`src/rtl/shift_arbiter.sv`:
```
// shift_arbiter: two requesters share one 16-bit shifter through a
// round-robin arbiter feeding a single-entry registered result stage.
module shift_arbiter (
    input  logic        clk,
    input  logic        rst_n,
    input  logic        req0_valid,
    input  logic [1:0]  req0_op,
    input  logic [15:0] req0_data,
    input  logic [3:0]  req0_amt,
    output logic        req0_ready,
    input  logic        req1_valid,
    input  logic [1:0]  req1_op,
    input  logic [15:0] req1_data,
    input  logic [3:0]  req1_amt,
    output logic        req1_ready,
    output logic        rsp_valid,
    output logic [15:0] rsp_data,
    output logic        rsp_id,
    input  logic        rsp_ready
);

    localparam int unsigned DW = 16;
    localparam int unsigned AW = 4;
    localparam int unsigned OW = 2;

    typedef enum logic {
        EMPTY = 1'b0,
        FULL  = 1'b1
    } state_t;

    state_t          state_q, state_d;
    logic            ptr_q, ptr_d;
    logic [DW-1:0]   data_q, data_d;
    logic            id_q, id_d;

    logic            slot_free;
    logic            grant0, grant1;
    logic [OW-1:0]   sel_op;
    logic [DW-1:0]   sel_data;
    logic [AW-1:0]   sel_amt;

    // Shared shifter: SLL, SRA, ROR, pass-through; amt 0 leaves data unchanged.
    function automatic logic [DW-1:0] shift_op(input logic [OW-1:0] op,
                                               input logic [DW-1:0] d,
                                               input logic [AW-1:0] amt);
        logic [2*DW-1:0] dbl;
        dbl = {d, d} >> amt;
        case (op)
            2'b00:   return d << amt;
            2'b01:   return DW'($signed(d) >>> amt);
            2'b10:   return dbl[DW-1:0];
            default: return d;
        endcase
    endfunction

    // State, pointer and result registers; reset discards any held result.
    always_ff @(posedge clk or negedge rst_n) begin
        if (!rst_n) begin
            state_q <= EMPTY;
            ptr_q   <= 1'b0;
            data_q  <= '0;
            id_q    <= 1'b0;
        end else begin
            state_q <= state_d;
            ptr_q   <= ptr_d;
            data_q  <= data_d;
            id_q    <= id_d;
        end
    end

    // Arbitration, grant handshakes and next-state selection.
    always_comb begin
        state_d    = state_q;
        ptr_d      = ptr_q;
        data_d     = data_q;
        id_d       = id_q;
        grant0     = 1'b0;
        grant1     = 1'b0;

        // rsp_ready only frees the slot when a result is actually held.
        slot_free = (state_q == EMPTY) || rsp_ready;

        if (rst_n && slot_free) begin
            if (req0_valid && req1_valid) begin
                grant0 = ~ptr_q;
                grant1 = ptr_q;
            end else begin
                grant0 = req0_valid;
                grant1 = req1_valid;
            end
        end

        sel_op   = grant1 ? req1_op   : req0_op;
        sel_data = grant1 ? req1_data : req0_data;
        sel_amt  = grant1 ? req1_amt  : req0_amt;

        if (grant0 || grant1) begin
            state_d = FULL;
            data_d  = shift_op(sel_op, sel_data, sel_amt);
            id_d    = grant1;
            ptr_d   = ~grant1;
        end else if (state_q == FULL && rsp_ready) begin
            state_d = EMPTY;
        end

        req0_ready = grant0;
        req1_ready = grant1;
    end

    assign rsp_valid = (state_q == FULL);
    assign rsp_data  = data_q;
    assign rsp_id    = id_q;

endmodule

```
`config.mk`:
```
export PLATFORM = sky130hd
export DESIGN_NAME = shift_arbiter
export DESIGN_NICKNAME = d
export VERILOG_FILES = /design/src/rtl/shift_arbiter.sv
export SDC_FILE = /design/constraint.sdc
export NUM_CORES = 1
export LEC_CHECK = 0
export ABC_AREA = 1
export BUFFER_PORTS_ARGS = -buffer_cell sky130_fd_sc_hd__buf_2
export CAP_MARGIN = 0
export CORE_MARGIN = 8
export CORE_UTILIZATION = 53
export CTS_CLUSTER_SIZE = 8
export DETAILED_ROUTE_END_ITERATION = 16
export GPL_TIMING_DRIVEN = 0
export PLACE_DENSITY = 0.88
export SLEW_MARGIN = 0
export SYNTH_ARGS = -nofsm -noshare
export SYNTH_HDL_FRONTEND = slang
export SYNTH_SLANG_ARGS = --single-unit
```
`constraint.sdc`:
```
create_clock -name clk -period 3.32 [get_ports clk]
set_input_delay 0.498 -clock clk [delete_from_list [all_inputs] [get_ports clk]]
set_output_delay 0.498 -clock clk [all_outputs]
set_load 0.05 [all_outputs]
```
Word level (Yosys, flattened, before mapping)

Index checks and enable logic that the tools add are counted.

Output and inout port bits: 20
Logic and storage cells: 29
Register bits: 19
Bits of input ports: 49

Shifts and indexed selects: 3
Muxes and demuxes: 10
Bitwise operators: 3
Equality and inequality tests: 2
Reductions and logical operators: 7

Operators by type and width:

| kind               | number |
|---|---|
| $pmux 16 s3        | 1 |
| $shr 32x4->16      | 1 |
| $mux 16            | 1 |
| $shl 16x4->16      | 1 |
| $sshr 16x4->16     | 1 |
| $mux 1             | 6 |
| $mux 4             | 1 |
| $logic_and 1x1->1  | 3 |
| $not 1->1          | 3 |
| $eq 2x1->1 const B | 1 |
| $eq 2x2->1 const B | 1 |
| $logic_not 2->1    | 1 |
| $logic_or 1x1->1   | 2 |
| $mux 2             | 1 |
| $reduce_bool 2->1  | 1 |

Longest topological paths before layout

Depth in word-level cells: 7
Mapped depth: 18
Depth with buffers taken out: 17

Least setup slack after synthesis

Ideal clock, no wire load.

Path type: reg-to-reg
Start point: register state_q (netlist: rsp_valid)
End point: register data_q[3] (netlist: rsp_data[3])
Buffers on the path: 2
Clock period less this slack: 2.863 ns
Data arrival time: 2.744 ns
Setup time: 0.118 ns
Data required time: 3.202 ns
Setup slack: 0.457 ns
Stages on the path, launching flop included: 11
Cells stage by stage: dfrtp_1 -> a21boi_4 -> buf_4 -> nand2_1 -> a21oi_1 -> nor2_1 -> inv_1 -> clkbuf_1 -> o21ai_0 -> a21oi_1 -> nor2_1

Elaborated cells on any way between the ends: 16
Classes of those cells: eq/ne: 2; shift: 3; mux: 6; bitwise: 1; reduce/logical: 4

RTL lines:

| item                   | line | source |
|---|---|---|
| from (decl)            | 31   | `state_t state_q, state_d;` |
| from (signal assigned) | 64   | `state_q <= state_d;` |
| $not 1->1              | 81   | `slot_free = (state_q == EMPTY) \|\| rsp_ready;` |
| $logic_or 1x1->1       | 81   |  |
| $logic_and 1x1->1      | 83   | `if (rst_n && slot_free) begin` |
| $mux 1                 | 83   |  |
| named net req0_ready   | 10   | `output logic req0_ready,` |
| $logic_or 1x1->1       | 97   | `if (grant0 \|\| grant1) begin` |
| to (signal assigned)   | 66   | `data_q <= data_d;` |
| to (decl)              | 33   | `logic [DW-1:0] data_q, data_d;` |

The timed path passes the listed nets, and every way through them passes these cells.
A chain may end at the register's enable or synchronous reset.

Final worst setup path

Start point: input port rst_n
End point: register data_q[7] (netlist: rsp_data[7])

Cells in the longest elaborated chain, start to end: 5
Elaborated cells on any way between the ends: 14
Classes of those cells: eq/ne: 2; shift: 3; mux: 6; reduce/logical: 3

Ends and longest elaborated chain:

| item                                  | line | source |
|---|---|---|
| from (decl)                           | 5    | `input logic rst_n,` |
| $logic_and 1x1->1 (*)                 | 83   |  |
| $mux 1                                | 83   |  |
| $mux 16 (tied with other cells)       | 94   | `sel_data = grant1 ? req1_data : req0_data;` |
| $shr 32x4->16 (tied with other cells) | 47   | `dbl = {d, d} >> amt;` |
| $pmux 16 s3                           | 48   | `case (op)` |

Every way passes the cells marked *; elsewhere a longest branch is shown, timed or not.

==> results.md <==
- Min-Delay Path Class: in -> async
- Fin. max-slew vios: 0
- Synthesized instance count: approximately 590
- Post-Route Setup TNS: 0 ps
- LEAKAGE: between 0.002 and 0.0025 uW
- Final hold violation count: 0
- Reg clk slew, reported paths: about 90 ps
- # hold bufs at CTS: 0
- Asr flop ratio synth: 100.0%
- Worst-Skew Late Latency: between 200 and 300 ps
- Post-layout min period: about 2800 ps
- TritonCTS clock tree: done
- Worst slew pin tran: a little over 600 ps
- Synth Flop Type: dfrtp_1
- Grt total ovfl: 0
- Filler cell count: between 500 and 600
- Ys Warns: 0
- Number of enable flip-flop cells after synthesis: 0
- Vias in the first global route: a little over 4000
- Post-synthesis simple-gate area fraction: 62.24%
- Number of buffers created by CTS: 3
- All-Layer GR Usage: 30.12%
- Synthesis-to-finish area growth: 15.29%
- Drt first pass iters: 5
- Largest net degree at the start of global routing: 21
- Final #Nets: 710
- Sequential fraction of the synthesis area: about 15%
- HPWL after DPL: about 10000 um
- Max cap viols: 0
- First DRT Iteration DRCs: 572
- Top-count cell post-synth: nand2_1
- Commonest cells in the netlist: nand2_1 (254), nand3_1 (113), inv_1 (49)
- Die Ht: 92.90 um
- Synth Area in Compound Gates: between 10% and 20%
- Maximum vdd drop: approximately 540 uV
- Effective utilization at floorplan: 53.89%
- Via-to-Cell Ratio: about 5.7
- Final Wtd Congestion: approximately 1.0
- Post-CTS repair timing setup buffer count: 0
- Period utilisation layout: a little under nine tenths
- Crit path kind: in -> reg
- Final wirelength: 12930 um
- CORE AREA: ~5800 um^2
- Area of the multi-input gates: roughly 2300 um^2
- Rows: 28
- Routed vias: between 4000 and 5000
- Clk_skew: 16.19 ps
- Initial antenna violation count: 0
- Top cell type's share of synthesized area: around 30%
- Sequential cell area: ~480 um^2
- Worst path most repeated cell: nand2_1
- RSZ-0062 raised after global routing: false
- First-pass GRT wire length: approximately 21000 um
- Slowest stage delay, CP: 480 ps
- Status: finished clean
- Total die area: ~8600 um^2
- Synth top area cells: nand2_1 (30%), nand3_1 (18%), dfrtp_1 (15%), inv_1 (5.9%), nand3b_1 (3.8%)
- ANT cells: 0
- Min Hold Slack: ~160 ps
- Die X: between 90 and 100 um
- CTS root buffer: clkbuf_8
- Largest family of logic cells by synthesized area: simple AND/OR/NAND/NOR gates
- Ratio of cells with drive above 1 in the final layout: between 10% and 20%
- Syn Std Cell Area: between 3000 and 4000 um^2
- Post-synthesis mux area share: 0%
- Max Clock Freq: about 350 MHz
- Seq cells post-synth: 19
- Nature of the critical path endpoint: flip-flop
- Maximum root-to-sink buffer count: 2
- Required @ worst endpoint: between 3000 and 4000 ps
- Post-synthesis net count: roughly 640
- Drt wl/cell: ~18 um
- Final ANT Viol Nets: 0
- P per Cell Area: 518.7 nW/um^2
- CTS resizes: 0
- CTS H-tree lvls: 1
- Arrival time worst endpoint: roughly 3000 ps
- Synth Area per Inst: around 5.3 um^2
- Startpoint Class: primary input
- CP Cell Sequence: buf_2 -> a21boi_4 -> nand2_4 -> nand2_1 -> nand2_4 -> inv_2 -> clkbuf_1 -> nand2_1 -> nand3_1 -> nand3_1 -> nand3b_1 -> nand2_1 -> nand2_1
- Top fanout value on the critical path: 20
- Setup violations, final: 0
- Yosys top cell by area: nand2_1
- Synth cell types: 32
- Relative slew slack: about three fifths
- Worst path slowest cell: clkbuf_1
- DRC Markers: 0
- Post-synthesis xor/xnor area fraction: 0%
- Adder-cell share of the synthesized area: 0%
- I/O pins: a little under 70
- # clock sinks: 19
- IO buf count: just under 70
[where the power goes]
| part | total [uW] | switching, uW | internal (uW) | leakage, uW |
|---|---|---|---|---|
| registers | 365 | 47.5 | 318 | 0.000225 |
| clock network | 177 | 91.6 | 85.8 | 0.0000228 |
| logic | 1330 | 979 | 353 | 0.00193 |
| total | 1870 | 1120 | 757 | 0.00218 |
[sequential cells by signal (all words and copies together) (netlist names)]
signal,cells
ptr_q,1
rsp_data,16
rsp_id,1
rsp_valid,1
[placed cells by master (no fill, tap or decap), types with 2 or more instances in the layout]
cell,n
dfrtp_1,19
nor2_2,3
inv_1,49
o21bai_1,2
nor2_4,2
nand2_4,5
buf_2,79
o21ai_1,8
o21ai_0,11
nand2_2,11
buf_6,5
a31oi_1,3
nand3_1,113
inv_2,8
clkbuf_8,3
nor2_1,24
buf_4,6
a21oi_1,19
clkbuf_1,7
nand2_1,254
nand3b_1,16
o21ai_4,2
[final timing paths]
path | cells after the start | start | endpoint | slack, ps
worst max-delay path | 13 | rst_n | rsp_data[7] | 490
worst min-delay path | 1 | rst_n | rsp_data[3] | 160
worst max register to register | 12 | rsp_valid | rsp_data[7] | 790
worst min register to register | 2 | rsp_data[8] | rsp_data[8] | 480
max in group asynchronous | 1 | rst_n | rsp_data[7] | 2810
min in group clk | 2 | rsp_data[8] | rsp_data[8] | 480
[per-stage QoR]
step | setup WS [ps] | power (uW) | cells | utilization (%) | instance area (um^2)
finish | 485.7 | 1874 | 735 | 62.13 | 3613
floorplan | 457.3 | 1315 | 588 | - | 3134
detailed placement | 210.4 | 1666 | 731 | 61.36 | 3568
global placement | 239.5 | 1655 | 731 | 61.36 | 3568
CTS | 485.5 | 1843 | 735 | 62.13 | 3613
global route | 227.1 | 1995 | 735 | 62.13 | 3613
[cell families (layout without fill, tap and decap cells)]
family | count (synthesis) | count (layout)
AND/OR/NAND/NOR | 434 | 434
AO/OA/AOI/OAI | 50 | 50
buffers and inverters | 85 | 157
flip-flops | 19 | 19
[critical path: cells and delay by family]
| kind | cells | cell delay, ps |
|---|---|---|
| buffers and inverters | 3 | 1070 |
| and+or+nand+nor | 9 | 1120 |
| AOI/OAI and AO/OA | 1 | 350 |
[area by class of cell]
type                    count  area share, %
flip-flops and latches     19          13.16
repair buffers             68          9.418
plain buffers              28          4.952
multi-input cells         484          62.71
well taps                  75          2.597
inverters                  57          5.921
clock buffers               4          1.247
[metal layers]
metal	vias up	track usage (%)	share of wire, %
met3	47	6.068	12
met5	-	0	0
met2	303	47.75	43
met1	1854	38.75	41
met4	0	12.48	4.5
li1	2020	-	-
Note: power is estimated with default switching activity, not from simulation.
